## config.mk

```make
export PLATFORM = sky130hd
export DESIGN_NAME = arms_fetch_stage_flat
export DESIGN_NICKNAME = d
export VERILOG_FILES = /design/src/rtl/arms_fetch_stage_if.sv /design/src/rtl/arms_fetch_stage.sv /design/src/flat_wrapper.sv
export SDC_FILE = /design/constraint.sdc
export NUM_CORES = 1
export LEC_CHECK = 0
export ABC_AREA = 0
export CAP_MARGIN = 10
export CORE_MARGIN = 4
export CORE_UTILIZATION = 60
export CTS_CLUSTER_DIAMETER = 200
export DETAILED_ROUTE_END_ITERATION = 10
export DONT_BUFFER_PORTS = 1
export GPL_ROUTABILITY_DRIVEN = 0
export PLACE_DENSITY = 0.83
export SLEW_MARGIN = 40
export SYNTH_ARGS = -nofsm -noshare
export SYNTH_HDL_FRONTEND = slang
export SYNTH_SLANG_ARGS = --single-unit
export TNS_END_PERCENT = 100
```

## constraint.sdc

```tcl
create_clock -name clk -period 4 [get_ports clk]
set_input_delay 0.6 -clock clk [delete_from_list [all_inputs] [get_ports clk]]
set_output_delay 0.6 -clock clk [all_outputs]
set_load 0.03 [all_outputs]
```

## src/rtl/arms_fetch_stage_if.sv

```systemverilog
// Instruction-memory bus between the fetch stage and instruction memory.
// The fetch stage drives the address. Memory answers on the same cycle.
interface arms_fetch_stage_if;
    logic [63:0] iaddrbus;
    logic [31:0] ibus;

    modport master (output iaddrbus, input ibus);
    modport slave  (input iaddrbus, output ibus);
endinterface

```

## src/rtl/arms_fetch_stage.sv

```systemverilog
// ARMS LEGv8 instruction-fetch stage: owns the PC and fills the IF/ID register.
// Priority on each edge is reset > branch redirect/flush > stall > sequential fetch.
module arms_fetch_stage #(
    parameter logic [63:0] RESET_PC  = 64'h0,
    parameter logic [31:0] NOP_INSTR = 32'h0000_0000,
    parameter logic [63:0] PC_STEP   = 64'd4
) (
    input  logic                      clk,
    input  logic                      reset,
    arms_fetch_stage_if.master        imem,
    input  logic                      stall,
    input  logic                      branch_taken,
    input  logic [63:0]               branch_target,
    output logic [31:0]               ifid_instr,
    output logic [63:0]               ifid_pc,
    output logic                      ifid_valid,
    output logic [31:0]               fetch_count
);

    logic [63:0] r_pc;
    logic [31:0] r_ifid_instr;
    logic [63:0] r_ifid_pc;
    logic        r_ifid_valid;
    logic [31:0] r_fetch_count;
    logic [63:0] w_branch_pc;

    // Redirect targets are word aligned; stray low bits are dropped silently.
    assign w_branch_pc = branch_target & ~64'h3;

    // NOTE: state updates use non-blocking assignments so every register samples
    // the pre-edge value of r_pc, independent of statement order.
    always_ff @(posedge clk) begin
        if (reset) begin
            r_pc          <= RESET_PC;
            r_ifid_instr  <= NOP_INSTR;
            r_ifid_pc     <= 64'h0;
            r_ifid_valid  <= 1'b0;
            r_fetch_count <= 32'h0;
        end else if (branch_taken) begin
            // The word on ibus this cycle is on the wrong path and is never captured.
            r_pc         <= w_branch_pc;
            r_ifid_instr <= NOP_INSTR;
            r_ifid_pc    <= r_pc;
            r_ifid_valid <= 1'b0;
        end else if (!stall) begin
            r_pc          <= r_pc + PC_STEP;
            r_ifid_instr  <= imem.ibus;
            r_ifid_pc     <= r_pc;
            r_ifid_valid  <= 1'b1;
            r_fetch_count <= r_fetch_count + 32'd1;
        end
    end

    assign imem.iaddrbus = r_pc;
    assign ifid_instr    = r_ifid_instr;
    assign ifid_pc       = r_ifid_pc;
    assign ifid_valid    = r_ifid_valid;
    assign fetch_count   = r_fetch_count;

endmodule
```

## src/flat_wrapper.sv

```systemverilog
// flat-port wrapper written by rule: the top's interface ports become plain ports
module arms_fetch_stage_flat 
#(
    parameter logic [63:0] RESET_PC  = 64'h0,
    parameter logic [31:0] NOP_INSTR = 32'h0000_0000,
    parameter logic [63:0] PC_STEP   = 64'd4
)
  (clk, reset, stall, branch_taken, branch_target, ifid_instr, ifid_pc, ifid_valid, fetch_count, imem_iaddrbus, imem_ibus);
  arms_fetch_stage_if imem_i ();
  input  logic clk;
  input  logic reset;
  input  logic stall;
  input  logic branch_taken;
  input  logic [63:0] branch_target;
  output logic [31:0] ifid_instr;
  output logic [63:0] ifid_pc;
  output logic ifid_valid;
  output logic [31:0] fetch_count;
  output wire logic [$bits(imem_i.iaddrbus)-1:0] imem_iaddrbus;
  input wire logic [$bits(imem_i.ibus)-1:0] imem_ibus;
  assign imem_iaddrbus = imem_i.iaddrbus;
  assign imem_i.ibus = imem_ibus;
  arms_fetch_stage #(.RESET_PC(RESET_PC), .NOP_INSTR(NOP_INSTR), .PC_STEP(PC_STEP)) u_core (.clk(clk), .reset(reset), .imem(imem_i), .stall(stall), .branch_taken(branch_taken), .branch_target(branch_target), .ifid_instr(ifid_instr), .ifid_pc(ifid_pc), .ifid_valid(ifid_valid), .fetch_count(fetch_count));
endmodule
```

# [Word-level counts from Yosys, hierarchy flattened]
# Index checks and enable logic that the tools add are counted.
# W data, S select, Z words.
[word_totals] reg_bits=193 in_bits=100 output_inout_bits=193 word_cells=17
[op_classes] add_sub_neg=2 n_eq_ne=1 muxes=4 bitwise_logic=2 reduce_logical=2
[op_table] cell="$mux W64" count=4
[op_table] cell="$add A64 B3 Y64 const B" count=1
[op_table] cell="$add A32 B1 Y32 const B" count=1
[op_table] cell="$ne A2 B1 Y1 const B" count=1
[op_table] cell="$not A1 Y1" count=2
[op_table] cell="$reduce_and A2 Y1" count=1
[op_table] cell="$reduce_or A2 Y1" count=1

# [Logic depth before layout (Yosys ltp)]
# Gate-level depths: netlist (run 1).
[depth] depth_word=3 depth_mapped=8 mapped_depth_nobuf=6

# [Worst setup path after synthesis (run 1)]
# No wires, ideal clock.
[synth_path] path_type="register to register" startpoint="register u_core.r_pc[9], in the netlist u_core.imem.iaddrbus[9]" endpoint="register u_core.r_pc[63], in the netlist u_core.imem.iaddrbus[63]" setup_ps=115 arrival_ps=2550 t_required_ps=3885 path_slack_ps=1334 stages_incl_launch_ff=8 n_path_buf=2 period_less_slack_ps=2666 path_cell_list="dfxtp_1 buf_2 inv_1 or4_4 or4_1 clkbuf_2 or4_1 and3_1"
[synth_via] elab_chain_len=3
[synth_rtl] item="from (decl)" line_no="arms_fetch_stage.sv:20" rtl="logic [63:0] r_pc;"
[synth_rtl] item="from (signal assigned)" line_no="arms_fetch_stage.sv:41" rtl="r_pc <= w_branch_pc;"
[synth_rtl] item="from (signal assigned)" line_no="arms_fetch_stage.sv:46" rtl="r_pc <= r_pc + PC_STEP;"
[synth_rtl] item="$add A64 B3 Y64" line_no="arms_fetch_stage.sv:46"
[synth_rtl] item="$mux W64" line_no="arms_fetch_stage.sv:45" rtl="end else if (!stall) begin"
[synth_rtl] item="$mux W64" line_no="arms_fetch_stage.sv:39" rtl="end else if (branch_taken) begin"
# No other way between the ends. The select of a mux whose other input is x is not followed.
# A chain may end at the register's enable or synchronous reset.

# [Final worst setup path (run 1)]
[layout_path] startpoint="register u_core.r_pc[2], in the netlist u_core.imem.iaddrbus[2]" endpoint="register u_core.r_pc[50], in the netlist u_core.imem.iaddrbus[50]"
# Same word-level chain as after synthesis.

==> metrics.md, run 1 <==
| Metric | Value |
|---|---|
| Status | `completed` |
| Root buffer cell | `clkbuf_16` |
| Fin area | `9141 µm²` |
| Clock insertion delay at the later pin of the skew report | `0.43 ns` |
| Pint | `3067 µW` |
| Proportion of layout cells with a drive suffix above 1 | `0.05714` |
| Final period util | `0.7950` |
| CTS tree | `built` |
| # DRC | `0` |
| Vias/cell | `6.233` |
| Seq/Total Area, Yosys | `0.4443` |
| #FFs+latches synth | `189` |
| Synth Instances | `1051` |
| Combinational power share | `0.055` |
| PwrDens | `458.1 nW/µm²` |
| Worst VDD drop | `0.0003027 V` |
| Post-synth EDFFs | `0` |
| Aggregate global-route resource usage | `0.2813` |
| Minimum clock period | `3.180 ns` |
| CTS Sinks | `189` |
| Cts bufs inserted | `17` |
| Net Sw Frac | `0.2676` |
| CP required | `4.29 ns` |
| First drt pass iteration count | `5` |
| Antenna-violating nets left | `0` |
| WS Path Type | `reg -> reg` |
| MaxCap Viol Count | `0` |
| Total power | `4188 µW` |
| Clk network pwr share | `0.412` |
| Vias post-DR | `7455` |
| Seq pwr share | `0.533` |
| FP Rows | `43` |
| Unrepaired setup endpoints after global routing | `no` |
| Nets | `1106` |
| Port-buffer cells | `0` |
| Avg WL per Cell | `19.51 µm` |
| Final WS setup | `0.8199 ns` |
| Slew Limit Fails | `0` |
| LEAKAGE | `0.003151 µW` |
| F_max | `0.3145 GHz` |
| Critical Path AT | `3.47 ns` |
| Post-DP HPWL | `16420 µm` |
| Ports | `293` |
| 1st-iter DRT viols | `628` |
| Clock Pin Slew Worst Setup and Hold Paths | `0.07 ns` |
| Post-synth cell types | `49` |
| HP Class | `in -> reg` |
| Sw Pwr | `1121 µW` |
| CP peak stage delay | `0.72 ns` |
| First-pass GRT wire length | `36940 µm` |
| Core ar. | `13880 µm²` |
| Final Skew | `0.01207 ns` |
| Initial antenna violation count | `1` |
| Hold_buf cts | `0` |
| CP Launch Type | `register` |
| Area growth syn-to-layout | `7.346%` |
| Cell Chain, Critical Path | `ha_1 -> nand4b_1 -> or4_1 -> nor2_1 -> a311oi_1 -> a2111oi_0` |
| Total gr overflow | `0` |
| Slowest-stage cell, CP | `nor2_1` |
| Deepest clock path buffer count | `2` |
| Placed cell areas | `8532 µm²` |
| Syn. warnings | `0` |
| Final hold violations | `0` |
| Number of global-route vias before repair | `6901` |
| Worst-Margin Slew | `0.9292 ns` |
| Worst slew margin | `0.3748` |
| CP Max Fanout | `12` |
| # setup viols final | `0` |
| H-tree depth | `4` |
| Post-synth top flop | `dfxtp_1` |
| Endpoint class of the critical path | `register` |
| Post-CTS Setup Inserts | `0` |
| Resized cells post-CTS | `0` |
| Post-Syn Area per Cell | `8.102 µm²` |
| Die Span X | `127.1 µm` |
| Die Ht | `127.1 µm` |
| Die footprint | `16160 µm²` |
| Cell area after synthesis | `8516 µm²` |
| Pre-CTS setup slack | `0.8597 ns` |
| Pin count of the biggest net entering global routing | `173` |
| Final wirelength | `23330 µm` |
| Starting Density | `0.6135` |
| Setup_tns | `0 ns` |
| Synth async-reset ratio | `0` |
==> area by class of cell <==
type                    count  area (µm²)
diodes                      1       2.502
well taps                 180       225.2
inverters                  22       82.58
fillers                  1112        4740
clock inverters            12       162.7
clock buffers              18       439.2
flip-flops and latches    189        3784
repair buffers             13       97.59
multi-input cells         761        4348
==> cells in the final DEF, fill, tap and decap left out, types with 17 or more instances in the layout <==
cell       instances
nand3_1           26
and3_1            18
a211oi_1          33
xnor2_1           48
nor4_1            24
a21oi_1           79
nor3_1            27
inv_1             21
nand4_1           29
mux2i_1           39
dfxtp_1          189
and4_1            17
nor2_1           128
clkbuf_16         17
nand2_1          179
==> critical path: cells and delay by family (launching register included) <==
| kind | cells | cell delay [ns] |
|---|---|---|
| AND/OR/NAND/NOR | 3 | 1.49 |
| flip-flops | 1 | 0.66 |
| AO/OA/AOI/OAI | 2 | 0.61 |
| adder cells (fa/ha/maj) | 1 | 0.28 |
==> layer usage <==
layer | track usage | vias to the layer above | share of wire
met5 | 0 | - | 0
met4 | 0.08959 | 0 | 0.020
met3 | 0.09490 | 38 | 0.10
met2 | 0.4651 | 358 | 0.49
met1 | 0.3477 | 3507 | 0.39
li1 | - | 3552 | -
==> final timing paths <==
kind                            from                        to  slack, ns  cells after the start
max          u_core.imem.iaddrbus[2]  u_core.imem.iaddrbus[50]       0.82                      6
min                            reset    u_core.fetch_count[22]       0.25                      1
max reg2reg  u_core.imem.iaddrbus[2]  u_core.imem.iaddrbus[50]       0.82                      6
min reg2reg       u_core.ifid_pc[39]        u_core.ifid_pc[39]       0.60                      2
==> through the flow <==
step | utilization | instances | hold slack (ns)
4_1_cts | 0.6580 | 1195 | 0.2318
2_1_floorplan | - | 1054 | 0.5708
3_3_place_gp | 0.6147 | 1165 | 0.5847
3_5_place_dp | 0.6147 | 1165 | 0.5910
6_report | 0.6586 | 1196 | 0.2519
5_1_grt | 0.6586 | 1196 | 0.2319
==> cells by family after synthesis <==
logic type      share of synthesized area
fa+ha+maj                        0.002938
other cells                     0.0004404
buf+inv                           0.04819
flops                              0.4443
compound gates                     0.1123
xor+xnor                          0.06274
simple gates                       0.2820
mux                               0.04716
==> cells in the mapped netlist, drive strengths merged, types with 10 or more instances <==
master | n | share of area
and4 | 17 | 0.017
buf | 11 | 0.0069
nor3 | 28 | 0.016
xor2 | 13 | 0.013
a211oi | 33 | 0.029
clkbuf | 71 | 0.032
nand3 | 27 | 0.016
a21oi | 79 | 0.046
mux2i | 39 | 0.046
nor4 | 25 | 0.019
nand2 | 180 | 0.079
and3 | 18 | 0.013
o21ai | 10 | 0.0059
a2111oi | 10 | 0.010
xnor2 | 48 | 0.049
nand4 | 29 | 0.021
dfxtp | 189 | 0.44
nor2 | 128 | 0.056
inv | 22 | 0.0097
==> registers in the layout, indices dropped and copies added, names as in the netlist <==
register,cells
u_core.fetch_count,32
u_core.ifid_instr,32
u_core.ifid_pc,62
u_core.ifid_valid,1
u_core.imem.iaddrbus,62
==> power groups by stage <==
stage / clock, µW / sequential [µW] / combinational (µW)
after floorplan: 0 / 2240 / 224
after global placement: 0 / 2270 / 221
after detailed placement: 0 / 2270 / 230
after CTS: 1750 / 2230 / 232
after global routing: 1830 / 2240 / 263
final: 1730 / 2230 / 230
No activity file was read; power rests on OpenSTA's default activity.
==> inputs of run 2 (changes only) <==
clock period = 3 ns   (was 4 ns; I/O delays follow)
==> run 2 against run 1 <==
Design area grew 4.2%; combinational power grew 130%; global-route usage grew 0.71 points; setup slack lost 0.42 ns; critical endpoint is now u_core.imem.iaddrbus[63]; largest cell class unchanged.
==> metrics.md, run 2 (synthesized netlist as in run 1, its figures left out) <==
| Metric | Value |
|---|---|
| Routed wl met2 | `11870 µm` |
| Total gr overflow | `0` |
| Buf/Inv on CP | `0` |
| Clk network pwr share | `0.403` |
| CP Max Fanout | `13` |
| CP Launch Type | `register` |
| H-tree depth | `4` |
| Combinational power share | `0.094` |
| Starting Density | `0.6135` |
| Nets | `1157` |
| Unrepaired setup endpoints after global routing | `no` |
| Endpoint class of the critical path | `register` |
| WS Path Type | `reg -> reg` |
| Fillers | `1107` |
| Final wirelength | `24350 µm` |
| Pin count of the biggest net entering global routing | `173` |
| Final hold violations | `0` |
| Post-DP HPWL | `17170 µm` |
| Port-buffer cells | `0` |
| Slew Limit Fails | `0` |
| # DRC | `0` |
| Critical Path AT | `2.93 ns` |
| Worst slew margin | `0.4928` |
| Worst VDD drop | `0.0003982 V` |
| Final Skew | `0.009405 ns` |
| Deepest clock path buffer count | `2` |
| HP Class | `in -> reg` |
| MaxCap Viol Count | `0` |
| Uppermost routed layer | `met4` |
| Total power | `5607 µW` |
| Pre-CTS setup slack | `0.4055 ns` |
| Sw Pwr | `1556 µW` |
| Final period util | `0.8664` |
| Commonest non-fill, non-tap cell in the layout | `dfxtp_1` |
| # setup viols final | `0` |
| Root buffer cell | `clkbuf_16` |
| Vias post-DR | `7694` |
| Setup_tns | `0 ns` |
| Post-CTS Setup Inserts | `0` |
| CTS tree | `built` |
| Crit path max-delay family | `simple AND/OR/NAND/NOR gates` |
| Clock Pin Slew Worst Setup and Hold Paths | `0.07 ns` |
| Die footprint | `16160 µm²` |
| CP required | `3.33 ns` |
| M1 wire length | `9363 µm` |
| Pint | `4051 µW` |
| Slowest-stage cell, CP | `or4_1` |
| Cts bufs inserted | `17` |
| Hold_buf cts | `0` |
| LEAKAGE | `0.003412 µW` |
| Most frequent cell on the critical path | `or4_1` |
| F_max | `0.3847 GHz` |
| Antenna-violating nets left | `0` |
| CTS Sinks | `189` |
| Status | `completed` |
| Post-Place Cells | `1216` |
| Worst-Margin Slew | `0.7592 ns` |
| PwrDens | `588.6 nW/µm²` |
| Clock insertion delay at the later pin of the skew report | `0.43 ns` |
| DR WL met3 | `2456 µm` |
| FP Rows | `43` |
| Cell Chain, Critical Path | `nand3_2 -> or4_4 -> or4_1 -> or4_1 -> and3_1` |
| Ports | `293` |
| Die Span X | `127.1 µm` |
| Resized cells post-CTS | `0` |
| Final std cells w/o fill | `1248` |
| Antenna Cells | `0` |
| Core ar. | `13880 µm²` |
| Area growth syn-to-layout | `11.87%` |
| 1st-iter DRT viols | `605` |
| CP peak stage delay | `0.69 ns` |
| Die Ht | `127.1 µm` |
| Seq pwr share | `0.504` |
| Minimum clock period | `2.599 ns` |
| Aggregate global-route resource usage | `0.2884` |
| First drt pass iteration count | `5` |
| Initial antenna violation count | `0` |
| Final WS setup | `0.4007 ns` |
| Net Sw Frac | `0.2776` |
| Most frequent cells in the layout | `dfxtp_1, nand2_1, nor2_1` |
| First-pass GRT wire length | `37710 µm` |
| Vias/cell | `6.165` |
| Proportion of layout cells with a drive suffix above 1 | `0.1021` |
| Avg WL per Cell | `19.51 µm` |
| Number of global-route vias before repair | `7321` |
-- run 2: changes by cell type in the layout (fill, tap and decap cells not counted) --
cell,change
buf_4,+49
buf_12,+2
bufinv_16,-1
clkbuf_1,+1
clkbuf_8,-1
clkinv_4,+1
clkinvlp_4,+1
diode_2,-1
inv_6,+1
nor3_1,+1
nor3_2,-1
-- run 2: final timing paths --
path | end | cells past startpoint | from | slack, ns
worst max-delay path | u_core.imem.iaddrbus[63] | 5 | u_core.imem.iaddrbus[22] | 0.40
worst max register to register | u_core.imem.iaddrbus[63] | 5 | u_core.imem.iaddrbus[22] | 0.40
worst min-delay path | u_core.ifid_pc[43] | 1 | reset | 0.09
worst min register to register | u_core.ifid_pc[32] | 2 | u_core.ifid_pc[32] | 0.60
-- run 2: final cells by class --
cell class / count / area [µm²] / area share
Sequential cell: 189 / 3784 / 0.3972
Clock inverter: 14 / 157.7 / 0.01655
Inverter: 22 / 82.58 / 0.008668
Clock buffer: 18 / 429.2 / 0.04505
Multi-Input combinational cell: 761 / 4343 / 0.4559
Timing Repair Buffer: 64 / 505.5 / 0.05306
Tap cell: 180 / 225.2 / 0.02364
-- run 2: layer usage --
layer / vias up / track usage
li1: 3651 / -
met2: 365 / 0.4826
met1: 3632 / 0.3355
met4: 0 / 0.1117
met3: 46 / 0.1095
met5: - / 0
-- run 2: power by group through the flow --
stage,Sequential [µW],Clock [µW],Combinational (µW)
floorplan,2990,0,299
global placement,2880,0,509
detailed placement,2880,0,523
CTS,2820,2280,525
global route,2830,2380,573
finish,2820,2260,525
-- run 2: metrics by stage --
step | util | hold slack [ns] | instance area [µm²]
2_1_floorplan | - | 0.5708 | 8527
3_3_place_gp | 0.6440 | 0.5300 | 8940
3_5_place_dp | 0.6440 | 0.5342 | 8940
4_1_cts | 0.6863 | 0.07039 | 9527
5_1_grt | 0.6863 | 0.06940 | 9527
6_report | 0.6863 | 0.09390 | 9527
